### src/rtl/slot_arbiter_pkg.sv
// Shared types for the slot arbiter: FSM state encoding.
package slot_arbiter_pkg;

    typedef enum logic {
        IDLE = 1'b0,
        BUSY = 1'b1
    } state_e;

endpackage

### src/rtl/rr_select.sv
// Combinational round-robin selector: finds the first set req bit after pointer,
// wrapping around so that pointer itself is checked last.
module rr_select #(
    parameter int unsigned REQUESTERS = 4,
    parameter int unsigned IDX_W      = $clog2(REQUESTERS)
) (
    input  logic [REQUESTERS-1:0] req,
    input  logic [IDX_W-1:0]      pointer,
    output logic                  valid,
    output logic [IDX_W-1:0]      index
);

    logic [IDX_W-1:0] cand;

    always_comb begin
        valid = 1'b0;
        index = '0;
        cand  = '0;
        for (int unsigned i = 1; i <= REQUESTERS; i++) begin
            cand = IDX_W'((32'(pointer) + i) % REQUESTERS);
            if (!valid && req[cand]) begin
                valid = 1'b1;
                index = cand;
            end
        end
    end

endmodule

### src/rtl/slot_arbiter.sv
// Round-robin time-slot arbiter: grants one requester for slot_max+1 enabled ticks.
// Optional macro SLOT_ARBITER_EARLY_RELEASE_EN ends a slot when the owner drops req.
module slot_arbiter
    import slot_arbiter_pkg::*;
#(
    parameter int unsigned REQUESTERS = 4,
    parameter int unsigned WIDTH      = 4,
    parameter int unsigned IDX_W      = $clog2(REQUESTERS)
) (
    input  logic                  clk,
    input  logic                  rst_n,
    input  logic                  ena,
    input  logic [WIDTH-1:0]      max,
    input  logic [REQUESTERS-1:0] req,
    output logic [REQUESTERS-1:0] gnt,
    output logic [IDX_W-1:0]      idx,
    output logic [WIDTH-1:0]      cnt,
    output logic                  pls
);

    state_e                  state_q, state_d;
    logic [REQUESTERS-1:0]   gnt_q, gnt_d;
    logic [IDX_W-1:0]        idx_q, idx_d;
    logic [IDX_W-1:0]        last_q, last_d;
    logic [WIDTH-1:0]        cnt_q, cnt_d;
    logic [WIDTH-1:0]        slot_max_q, slot_max_d;

    logic                    sel_valid;
    logic [IDX_W-1:0]        sel_idx;
    logic                    release_early;
    logic                    slot_end;

    rr_select #(
        .REQUESTERS (REQUESTERS),
        .IDX_W      (IDX_W)
    ) u_rr_select (
        .req     (req),
        .pointer (last_q),
        .valid   (sel_valid),
        .index   (sel_idx)
    );

    assign pls = (state_q == BUSY) && (cnt_q == slot_max_q);

`ifdef SLOT_ARBITER_EARLY_RELEASE_EN
    assign release_early = (state_q == BUSY) && !req[idx_q];
`else
    assign release_early = 1'b0;
`endif

    assign slot_end = (pls && ena) || release_early;

    always_comb begin
        state_d    = state_q;
        gnt_d      = gnt_q;
        idx_d      = idx_q;
        last_d     = last_q;
        cnt_d      = cnt_q;
        slot_max_d = slot_max_q;
        unique case (state_q)
            IDLE: begin
                if (sel_valid) begin
                    state_d    = BUSY;
                    gnt_d      = {{(REQUESTERS-1){1'b0}}, 1'b1} << sel_idx;
                    idx_d      = sel_idx;
                    last_d     = sel_idx;
                    cnt_d      = '0;
                    slot_max_d = max;
                end
            end
            BUSY: begin
                if (slot_end) begin
                    // Hand over in the same edge; a sole requester wins again via wrap.
                    if (sel_valid) begin
                        gnt_d      = {{(REQUESTERS-1){1'b0}}, 1'b1} << sel_idx;
                        idx_d      = sel_idx;
                        last_d     = sel_idx;
                        cnt_d      = '0;
                        slot_max_d = max;
                    end else begin
                        state_d = IDLE;
                        gnt_d   = '0;
                        idx_d   = '0;
                        cnt_d   = '0;
                    end
                end else if (ena) begin
                    cnt_d = cnt_q + 1'b1;
                end
            end
        endcase
    end

    always_ff @(posedge clk or negedge rst_n) begin
        if (!rst_n) begin
            state_q    <= IDLE;
            gnt_q      <= '0;
            idx_q      <= '0;
            last_q     <= IDX_W'(REQUESTERS - 1);
            cnt_q      <= '0;
            slot_max_q <= '0;
        end else begin
            state_q    <= state_d;
            gnt_q      <= gnt_d;
            idx_q      <= idx_d;
            last_q     <= last_d;
            cnt_q      <= cnt_d;
            slot_max_q <= slot_max_d;
        end
    end

    assign gnt = gnt_q;
    assign idx = idx_q;
    assign cnt = cnt_q;

endmodule

### config.mk
export PLATFORM = sky130hd
export DESIGN_NAME = slot_arbiter
export DESIGN_NICKNAME = d
export VERILOG_FILES = /design/src/rtl/slot_arbiter_pkg.sv /design/src/rtl/rr_select.sv /design/src/rtl/slot_arbiter.sv
export SDC_FILE = /design/constraint.sdc
export NUM_CORES = 1
export LEC_CHECK = 0
export BUFFER_PORTS_ARGS = -buffer_cell sky130_fd_sc_hd__buf_2
export CELL_PAD_IN_SITES_DETAIL_PLACEMENT = 1
export CELL_PAD_IN_SITES_GLOBAL_PLACEMENT = 2
export CORE_AREA = 2 2 54 56
export DETAILED_ROUTE_END_ITERATION = 10
export DIE_AREA = 0 0 56 58
export GPL_ROUTABILITY_DRIVEN = 0
export MAX_ROUTING_LAYER = met4
export PLACE_DENSITY = 0.82
export SYNTH_ARGS = -nofsm -noshare
export SYNTH_HDL_FRONTEND = slang
export SYNTH_HIERARCHICAL = 1
export SYNTH_SLANG_ARGS = --single-unit
### constraint.sdc
create_clock -name clk -period 2.5 [get_ports clk]
set_input_delay 0 -clock clk [delete_from_list [all_inputs] [get_ports clk]]
set_output_delay 0 -clock clk [all_outputs]
set_load 0.02 [all_outputs]
==> impl_results.md, run 1 <==
* Status: complete, no violations
* # resized after CTS at 0
* Hold Startpoint: ena
* WHS Endpoint: cnt[1]
* Via count at 720
* Syn nets at 94
* Hpwl dp at 1549 um
* Worst R2R Start: cnt[2]
* Syn Inst Count at 82
* Data required time of the worst path at 2690 ps
* Input/output buffers at 21
* Minimum clock period at 1878 ps
* Worst skew pair latency at 290 ps
* Die Y at 58 um
* Hold Crit Depth at 3
* Worst-Margin Slew at 480.4 ps
* Worst R2R Setup Slack at 620 ps
* CTS tree: built
* Pwr dens at 1169 nW/um^2
* Largest family of logic cells by synthesized area: simple AND/OR/NAND/NOR gates
* Worst setup SP type: flip-flop
* Clock power share at 11.4%
* Area grow syn2layout at 24.52%
* Router iterations before antenna repair at 4
* Mux contribution to synthesized area at 13.57%
* DRT iter0 DRCs at 8
* Starting density of the core at 33.93%
* Post-synth cell types at 29
* Hold slack at 17.05 ps
* Achievable Freq at 532.4 MHz
* Syn Area/Cell at 11.02 sq um
* Remaining DRCs at 0
* Max Fanout on Critical Path at 9
* Worst slew margin at 67.98%
* Worst Setup SP: cnt[2]
* Nets at 125
* # IOs at 22
* Vias per cell at 5.035
* Synth Flop Type: dfrtp_1
* Initial antenna violation count at 0
* Final period util at 75.13%
* Warnings from Yosys at 6
* Post-Syn Area at 903.4 sq um
* Fin cells at 143
* HP Class: in -> reg
* Placed cell count at 134
* Simple-gate share of the synthesized area at 17.73%
* Die X at 56 um
* CTS buffer count at 3
* Final WL at 1982 um
* Pleak at 0.5207 nW
* Layout cell share with drive strength beyond 1 at 37.50%
* Final setup fails at 0
* Total core area at 2663 sq um
* Post-Synth Adder-Cell Area at 1.385%
* Setup bufs post-CTS at 0
* Setup TNS at 0 ps
* Commonest non-fill, non-tap cell in the layout: buf_2
* Largest net degree at the start of global routing at 18
* Sequential fraction of design power at 39.6%
* Final Max Tran Viols at 0
* Skew final at 1.804 ps
* Worst ir drop on vdd at 0.6012 mV
* Xor and xnor area share after synthesis at 4.848%
* CP arrival at 2070 ps
* GRT Total Usage at 14.68%
* Combinational power share at 49.0%
* Die footprint at 3248 sq um
* CTS Buffer Depth at 2
* Seq cells post-synth at 17
* Hold Violations, Final at 0
* Share of flip-flops with an asynchronous set or reset at 100.0%
* Worst reg2reg endpoint: slot_max_q[0]
* CP endpoint kind: flip-flop
* Clk slew on worst S/H paths at 100 ps
* Antenna cells at 0
* Register-to-Register Path Depth at 4
* Commonest cells after routing, fill and taps aside: buf_2 (21), dfrtp_1 (15), mux2_2 (10), nand2b_1 (8), nand2_1 (7)
* Global-route wire length before repair at 3622 um
* RSZ-0062 raised after global routing: no
* Switching fraction of total power at 42.65%
* WL/cell at 13.86 um
* Number of synthesized flops with an enable pin at 0
* Number of max-cap violations at 0
* # rows at 19
* Switching Power at 0.5607 mW
* ANT nets after route at 0
* Clk sinks at 17
* Seq/Total Area, Yosys at 47.37%
* Vias in the first global route at 824
* Root buf cell: clkbuf_4
* Htree depth at 1
* Critical Setup Path Class: reg -> reg
* Gr ovfl total at 0
* Synth Area in Compound Gates at 13.02%
* Cell Int Power at 0.7539 mW
[cells in the mapped netlist (2+ instances only)]
cell / n / share of area, %
a21oi_1: 2 / 1.1
dfstp_2: 2 / 5.8
nor2_1: 6 / 2.5
nand4_1: 2 / 1.4
nand2_1: 7 / 2.9
xnor2_1: 3 / 2.9
xor2_1: 2 / 1.9
o2bb2ai_1: 2 / 1.9
o31ai_1: 2 / 1.7
mux2_2: 10 / 12
dfrtp_1: 15 / 42
inv_1: 5 / 2.1
nand2b_1: 8 / 5.5
[worst max-delay path, stage by stage (launching register included)]
cell and delay (ps):
dfrtp_1 450, xnor2_1 240, nand3_2 180, o31ai_4 520, mux2_2 390
[repair_timing]
| item | CTS | global route |
|---|---|---|
| hold buffers | 5 | 0 |
| setup endpoints to repair | 0 | 0 |
| hold endpoints to repair | 21 | 0 |
[area by class of cell]
class,count,area [sq um]
timing repair buffer,26,155.1
clock buffer,3,22.52
tap,31,38.79
multi-input combinational,60,456.7
inverter,5,18.77
sequential,17,427.9
fill,319,1538
clock inverter,1,5.005
[worst max-delay path by stage]
stage	end	slack, ps	cells after the start
2_1_floorplan	slot_max_q[0]	770	4
3_3_place_gp	slot_max_q[3]	740	4
3_5_place_dp	slot_max_q[0]	610	4
4_1_cts	slot_max_q[0]	610	4
5_1_grt	slot_max_q[3]	520	4
6_report	slot_max_q[0]	620	4
[through the flow]
| step | setup slack, ps | util, % | instance area (sq um) | power (mW) |
|---|---|---|---|---|
| final | 621.7 | 42.25 | 1125 | 1.315 |
| after global routing | 521.1 | 42.25 | 1125 | 1.430 |
| after CTS | 605.6 | 42.25 | 1125 | 1.335 |
| after detailed placement | 613.1 | 39.33 | 1047 | 1.176 |
| after global placement | 736.6 | 39.33 | 1047 | 1.141 |
| after floorplan | 771.6 | - | 903.4 | 0.9810 |
[per-layer routing]
metal / global-route usage (%) / vias up / share of wire, %
li1: - / 346 / -
met4: 7.483 / 0 / 3.7
met3: 2.455 / 9 / 3.0
met5: - / - / 0
met2: 24.87 / 18 / 50
met1: 16.86 / 347 / 43
[power by group through the flow]
stage | Clock [mW] | Combinational [mW] | Sequential [mW]
2_1_floorplan | 0 | 0.386 | 0.595
3_3_place_gp | 0 | 0.620 | 0.521
3_5_place_dp | 0 | 0.645 | 0.531
4_1_cts | 0.158 | 0.653 | 0.524
5_1_grt | 0.167 | 0.713 | 0.551
6_report | 0.150 | 0.644 | 0.521
[registers in the layout (all words and copies together) (netlist names)]
signal and cells:
gnt 4, slot_max_q 4, cnt 4, last_q 2, idx 2, state_q 1
[kinds of logic (layout without fill, tap and decap cells)]
kind of cell / after synthesis / in the layout
adders and majority gates: 1 / 1
AOI/OAI and AO/OA: 13 / 13
DFF: 17 / 17
xor gates and xnor gates: 5 / 5
muxes: 11 / 11
and+or+nand+nor: 30 / 30
buffers and inverters: 5 / 35
No activity file was read; power rests on OpenSTA's default activity.
==> run 2, diff against run 1 <==
--- a/config.mk
+++ b/config.mk
@@ -8,12 +8,12 @@
 export BUFFER_PORTS_ARGS = -buffer_cell sky130_fd_sc_hd__buf_2
 export CELL_PAD_IN_SITES_DETAIL_PLACEMENT = 1
 export CELL_PAD_IN_SITES_GLOBAL_PLACEMENT = 2
-export CORE_AREA = 2 2 54 56
+export CORE_AREA = 2 2 57 59
 export DETAILED_ROUTE_END_ITERATION = 10
-export DIE_AREA = 0 0 56 58
+export DIE_AREA = 0 0 59 61
 export GPL_ROUTABILITY_DRIVEN = 0
 export MAX_ROUTING_LAYER = met4
-export PLACE_DENSITY = 0.82
+export PLACE_DENSITY = 0.75
 export SYNTH_ARGS = -nofsm -noshare
 export SYNTH_HDL_FRONTEND = slang
 export SYNTH_HIERARCHICAL = 1
==> constraint.sdc (replaced) <==
create_clock -name clk -period 1.8 [get_ports clk]
set_input_delay 0 -clock clk [delete_from_list [all_inputs] [get_ports clk]]
set_output_delay 0 -clock clk [all_outputs]
set_load 0.02 [all_outputs]
==> impl_results.md, run 2 (synthesis results as in run 1) <==
* Busiest grt layer: met2
* Worst setup SP type: flip-flop
* GRT met2 Usage at 20.95% (-3.9 points)
* Fin cells at 150 (+4.9%)
* Final period util at 94.30% (+19 points)
* ANT nets after route at 0 (unchanged)
* Final WL at 2033 um (+2.6%)
* Worst-Margin Slew at 415.3 ps (-65.09 ps)
* Number of max-cap violations at 0 (unchanged)
* Combinational power share at 50.6% (+1.6 points)
* Via count at 712 (-1.1%)
* Input/output buffers at 21 (unchanged)
* Vias per cell at 4.747 (-5.7%)
* Initial antenna violation count at 0 (unchanged)
* Highest cell delay on the worst timing path at 460 ps (-60 ps)
* Setup TNS at 0 ps (unchanged)
* Commonest cells after routing, fill and taps aside: buf_2 (21), dfrtp_1 (15), mux2_2 (10), nand2b_1 (8), nand2_1 (7)
* Worst setup margin at 102.6 ps (-519.2 ps)
* Worst skew pair latency at 300 ps (about the same)
* Remaining DRCs at 0 (unchanged)
* CP arrival at 1890 ps (-180 ps)
* HP Class: in -> reg
* Reg area at 427.9 sq um (unchanged)
* Pwr dens at 1609 nW/um^2 (+38%)
* Met1 GRT Util at 17.81% (+0.95 points)
* Antenna cells at 0 (unchanged)
* Root buf cell: clkbuf_4
* # rows at 20 (+1)
* Starting density of the core at 30.59% (-3.3 points)
* Gr ovfl total at 0 (unchanged)
* Htree depth at 1 (unchanged)
* Skew final at 2.574 ps (+0.7697 ps)
* Nets at 130 (+4.0%)
* Vias in the first global route at 732 (-11%)
* Hold slack at 20.41 ps (+3.355 ps)
* Largest net degree at the start of global routing at 18 (unchanged)
* Total core area at 2953 sq um (+11%)
* Critical Setup Path Class: reg -> reg
* Met3 Use GR at 2.559% (+0.10 points)
* Minimum clock period at 1697 ps (-180.8 ps)
* WL/cell at 13.55 um (-2.2%)
* Die Y at 61 um (+5.2%)
* Data required time of the worst path at 1990 ps (-700 ps)
* Placed cell areas at 1072 sq um (+2.4%)
* Clock power share at 11.5% (about the same)
* GRT Total Usage at 14.13% (-0.55 points)
* Clk sinks at 17 (unchanged)
* Placed cell count at 139 (+3.7%)
* Sequential fraction of design power at 38.0% (-1.6 points)
* Area of the multi-input gates at 456.7 sq um (unchanged)
* Commonest non-fill, non-tap cell in the layout: buf_2
* CP endpoint kind: flip-flop
* Global-route wire length before repair at 3546 um (-2.1%)
* Achievable Freq at 589.1 MHz (+11%)
* Worst ir drop on vdd at 0.5803 mV (-3.5%)
* # IOs at 22 (unchanged)
* Crit-path cells: xnor2_1 > nand3_2 > o31ai_4 > buf_4 > mux2_2
* Total Power at 1.873 mW (+42%)
* Max Fanout on Critical Path at 5 (-4)
* Hold Violations, Final at 0 (unchanged)
* Worst slew margin at 72.32% (+4.3 points)
* CTS buffer count at 3 (unchanged)
* Final design area excluding fillers at 1164 sq um (+3.4%)
* # resized after CTS at 0 (unchanged)
* RSZ-0062 raised after global routing: no
* Worst slack at placement at 46.29 ps (-566.8 ps)
* Die X at 59 um (+5.4%)
* Pleak at 0.5445 nW (+4.6%)
* Clk slew on worst S/H paths at 100 ps (about the same)
* DRT iter0 DRCs at 9 (+1)
* Fin util at 39.41% (-2.8 points)
* Status: complete, no violations
* Final setup fails at 0 (unchanged)
* Area grow syn2layout at 28.81%
* Cell Int Power at 1.093 mW (+45%)
* Layout cell share with drive strength beyond 1 at 39.32% (+1.8 points)
* Final Max Tran Viols at 0 (unchanged)
* Worst path slowest cell: dfrtp_1
* Filler Cell Count at 349 (+9.4%)
* Router iterations before antenna repair at 4 (unchanged)
* Hpwl dp at 1543 um (-0.35%)
* Die footprint at 3599 sq um (+11%)
* CTS Buffer Depth at 2 (unchanged)
* Switching fraction of total power at 41.63% (-1.0 points)
* Switching Power at 0.7797 mW (+39%)
* CTS tree: built
## run 2: final timing paths
check | start | to | slack, ps | cells past startpoint
setup / recovery | cnt[1] | slot_max_q[3] | 100 | 5
hold / removal | ena | cnt[1] | 20 | 3
setup reg to reg | cnt[1] | slot_max_q[3] | 100 | 5
hold reg to reg | gnt[2] | gnt[2] | 510 | 1
max in group asynchronous | rst_n | last_q[0] | 1320 | 2
min in group asynchronous | rst_n | cnt[2] | 160 | 2
## run 2: worst max-delay path: cells and delay by family, from the launching register on
kind	cells	cell delay [ps]
AND/OR/NAND/NOR	1	160
AO/OA/AOI/OAI	1	290
XOR/XNOR	1	190
multiplexers	1	320
flip-flops	1	460
buffers and inverters	1	170
## run 2: layer usage
layer | vias to the layer above | share of wire (%)
met1 | 340 | 46
li1 | 356 | -
met5 | - | 0
met2 | 11 | 48
met3 | 5 | 2.7
met4 | 0 | 3.3
## run 2: power by group through the flow
stage	Sequential [mW]	Clock (mW)	Combinational (mW)
after global routing	0.744	0.245	1.06
after global placement	0.717	0	0.917
after CTS	0.715	0.224	0.945
after detailed placement	0.723	0	0.932
final	0.711	0.214	0.947
after floorplan	0.826	0	0.537
## run 2: area by class of cell
cell class                 count  share of cell area, %
clock buffer                   4                  2.258
inverter                       5                  1.613
multi-input combinational     60                  39.25
sequential                    17                  36.77
tap                           33                  3.548
timing repair buffer          31                  16.56
## run 2: what timing repair did
item                                    CTS  global route
hold buffers                              5             0
endpoints found under the hold margin    21             0
endpoints found under the setup margin    0             6
setup buffers                             0             2
==> run 3, diff against run 2 <==
--- a/config.mk
+++ b/config.mk
@@ -13,7 +13,7 @@
 export DIE_AREA = 0 0 59 61
 export GPL_ROUTABILITY_DRIVEN = 0
 export MAX_ROUTING_LAYER = met4
-export PLACE_DENSITY = 0.75
+export PLACE_DENSITY = 0.73
 export SYNTH_ARGS = -nofsm -noshare
 export SYNTH_HDL_FRONTEND = slang
 export SYNTH_HIERARCHICAL = 1
==> impl_results.md, run 3 (synthesis results as in run 1) <==
* CP endpoint kind: flip-flop
* Largest net degree at the start of global routing at 18 (unchanged)
* Clk slew on worst S/H paths at 100 ps (about the same)
* Max Fanout on Critical Path at 5 (unchanged)
* Achievable Freq at 586.2 MHz (-0.50%)
* Critical Setup Path Class: reg -> reg
* Via count at 719 (+0.98%)
* Minimum clock period at 1706 ps (+8.547 ps)
* Die X at 59 um (unchanged)
* Antenna cells at 0 (unchanged)
* CTS buffer count at 3 (unchanged)
* Final period util at 94.78% (+0.47 points)
* DRT iter0 DRCs at 34 (+25)
* Pleak at 0.5558 nW (+2.1%)
* Crit-path cells: xnor2_1 > nand3_2 > o31ai_4 > buf_4 > mux2_2
* Worst skew pair latency at 290 ps (about the same)
* Highest cell delay on the worst timing path at 460 ps (about the same)
* Skew final at 5.573 ps (+2.999 ps)
* Number of max-cap violations at 0 (unchanged)
* Final design area excluding fillers at 1181 sq um (+1.5%)
* CTS tree: built
* Htree depth at 1 (unchanged)
* Clk sinks at 17 (unchanged)
* Worst path slowest cell: dfrtp_2
* Hold Violations, Final at 0 (unchanged)
* Area grow syn2layout at 30.75%
* Pwr dens at 1645 nW/um^2 (+2.2%)
* GRT Total Usage at 13.96% (-0.18 points)
* Vias in the first global route at 730 (-0.27%)
* Commonest non-fill, non-tap cell in the layout: buf_2
* Worst-Margin Slew at 430.2 ps (+14.90 ps)
* Remaining DRCs at 0 (unchanged)
* Hpwl dp at 1605 um (+4.0%)
* Status: complete, no violations
* Final Max Tran Viols at 0 (unchanged)
* Layout cell share with drive strength beyond 1 at 42.37% (+3.1 points)
* Global-route wire length before repair at 3484 um (-1.7%)
* Total core area at 2953 sq um (unchanged)
* Worst setup SP type: flip-flop
* Worst ir drop on vdd at 0.6950 mV (+20%)
* CP arrival at 1890 ps (about the same)
* # rows at 20 (unchanged)
* Worst slew margin at 71.32% (-0.99 points)
* Vias per cell at 4.762 (+0.31%)
* Final setup fails at 0 (unchanged)
* Worst R2R Setup Slack at 90 ps (about the same)
* RSZ-0062 raised after global routing: no
* Die Y at 61 um (unchanged)
* Placed cell areas at 1072 sq um (unchanged)
* Starting density of the core at 30.59% (unchanged)
* Gr ovfl total at 0 (unchanged)
* # IOs at 22 (unchanged)
* Setup TNS at 0 ps (unchanged)
* Root buf cell: clkbuf_4
* Die footprint at 3599 sq um (unchanged)
* Input/output buffers at 21 (unchanged)
* HP Class: in -> reg
* Router iterations before antenna repair at 4 (unchanged)
* WL/cell at 14.75 um (+8.8%)
* Initial antenna violation count at 0 (unchanged)
* Commonest cells after routing, fill and taps aside: buf_2 (21), dfrtp_1 (14), mux2_2 (10), nand2b_1 (8), nand2_1 (7)
* Nets at 131 (+0.77%)
* CTS Buffer Depth at 2 (unchanged)
* Final WL at 2227 um (+9.5%)
* ANT nets after route at 0 (unchanged)
* Data required time of the worst path at 1980 ps (about the same)
==> run 3: critical path: cells and delay by family (launching register included) <==
kind                   cells  cell delay [ps]
AO/OA/AOI/OAI              1              280
XOR/XNOR                   1              190
buffers and inverters      1              180
flip-flops                 1              460
multiplexers               1              330
AND/OR/NAND/NOR            1              160
==> run 3: stage by stage <==
step | power, mW | std cells | setup WS, ps | util (%) | hold WS (ps)
after global placement | 1.639 | 139 | 85.09 | 36.31 | -53.67
after detailed placement | 1.663 | 139 | 6.885 | 36.31 | -47.69
after floorplan | 1.363 | 82 | 71.57 | - | -295.6
after global routing | 2.087 | 151 | 6.374 | 40.00 | 35.90
after CTS | 1.913 | 150 | 95.11 | 39.45 | 17.76
final | 1.942 | 151 | 94.01 | 40.00 | 26.57
==> run 3: report_power, final <==
part	internal (mW)	switching (mW)	total, mW
clock	0.0826	0.129	0.211
sequential	0.572	0.155	0.727
combinational	0.472	0.532	1.00
total	1.13	0.817	1.94
==> run 3: final timing paths <==
check / cells after the start / start / to
max: 5 / cnt[1] / slot_max_q[2]
min: 3 / ena / cnt[0]
max reg2reg: 5 / cnt[1] / slot_max_q[2]
min reg2reg: 1 / gnt[2] / gnt[2]
max in group asynchronous: 2 / rst_n / last_q[0]
min in group asynchronous: 2 / rst_n / gnt[2]
==> run 3: repair_timing <==
item | 4_1_cts | 5_1_grt
gates resized for setup | 0 | 2
pin swaps | 1 | 1
hold endpoints to repair | 21 | 0
setup buffers | 2 | 1
hold buffers | 5 | 0
endpoints found under the setup margin | 4 | 4
==> run 3: layer usage <==
metal / global-route usage [%] / vias up / share of wire, %
met5: - / - / 0
met4: 7.792 / 0 / 1.5
met3: 2.132 / 2 / 3.1
met2: 21.90 / 12 / 49
met1: 17.15 / 348 / 46
li1: - / 357 / -
==> run 3: layout make-up <==
cell class | count | area [sq um]
clock buffers | 3 | 22.52
fillers | 350 | 1772
clock inverters | 1 | 5.005
flip-flops and latches | 17 | 429.2
inverters | 5 | 18.77
well taps | 33 | 41.29
repair buffers | 32 | 200.2
multi-input cells | 60 | 464.2
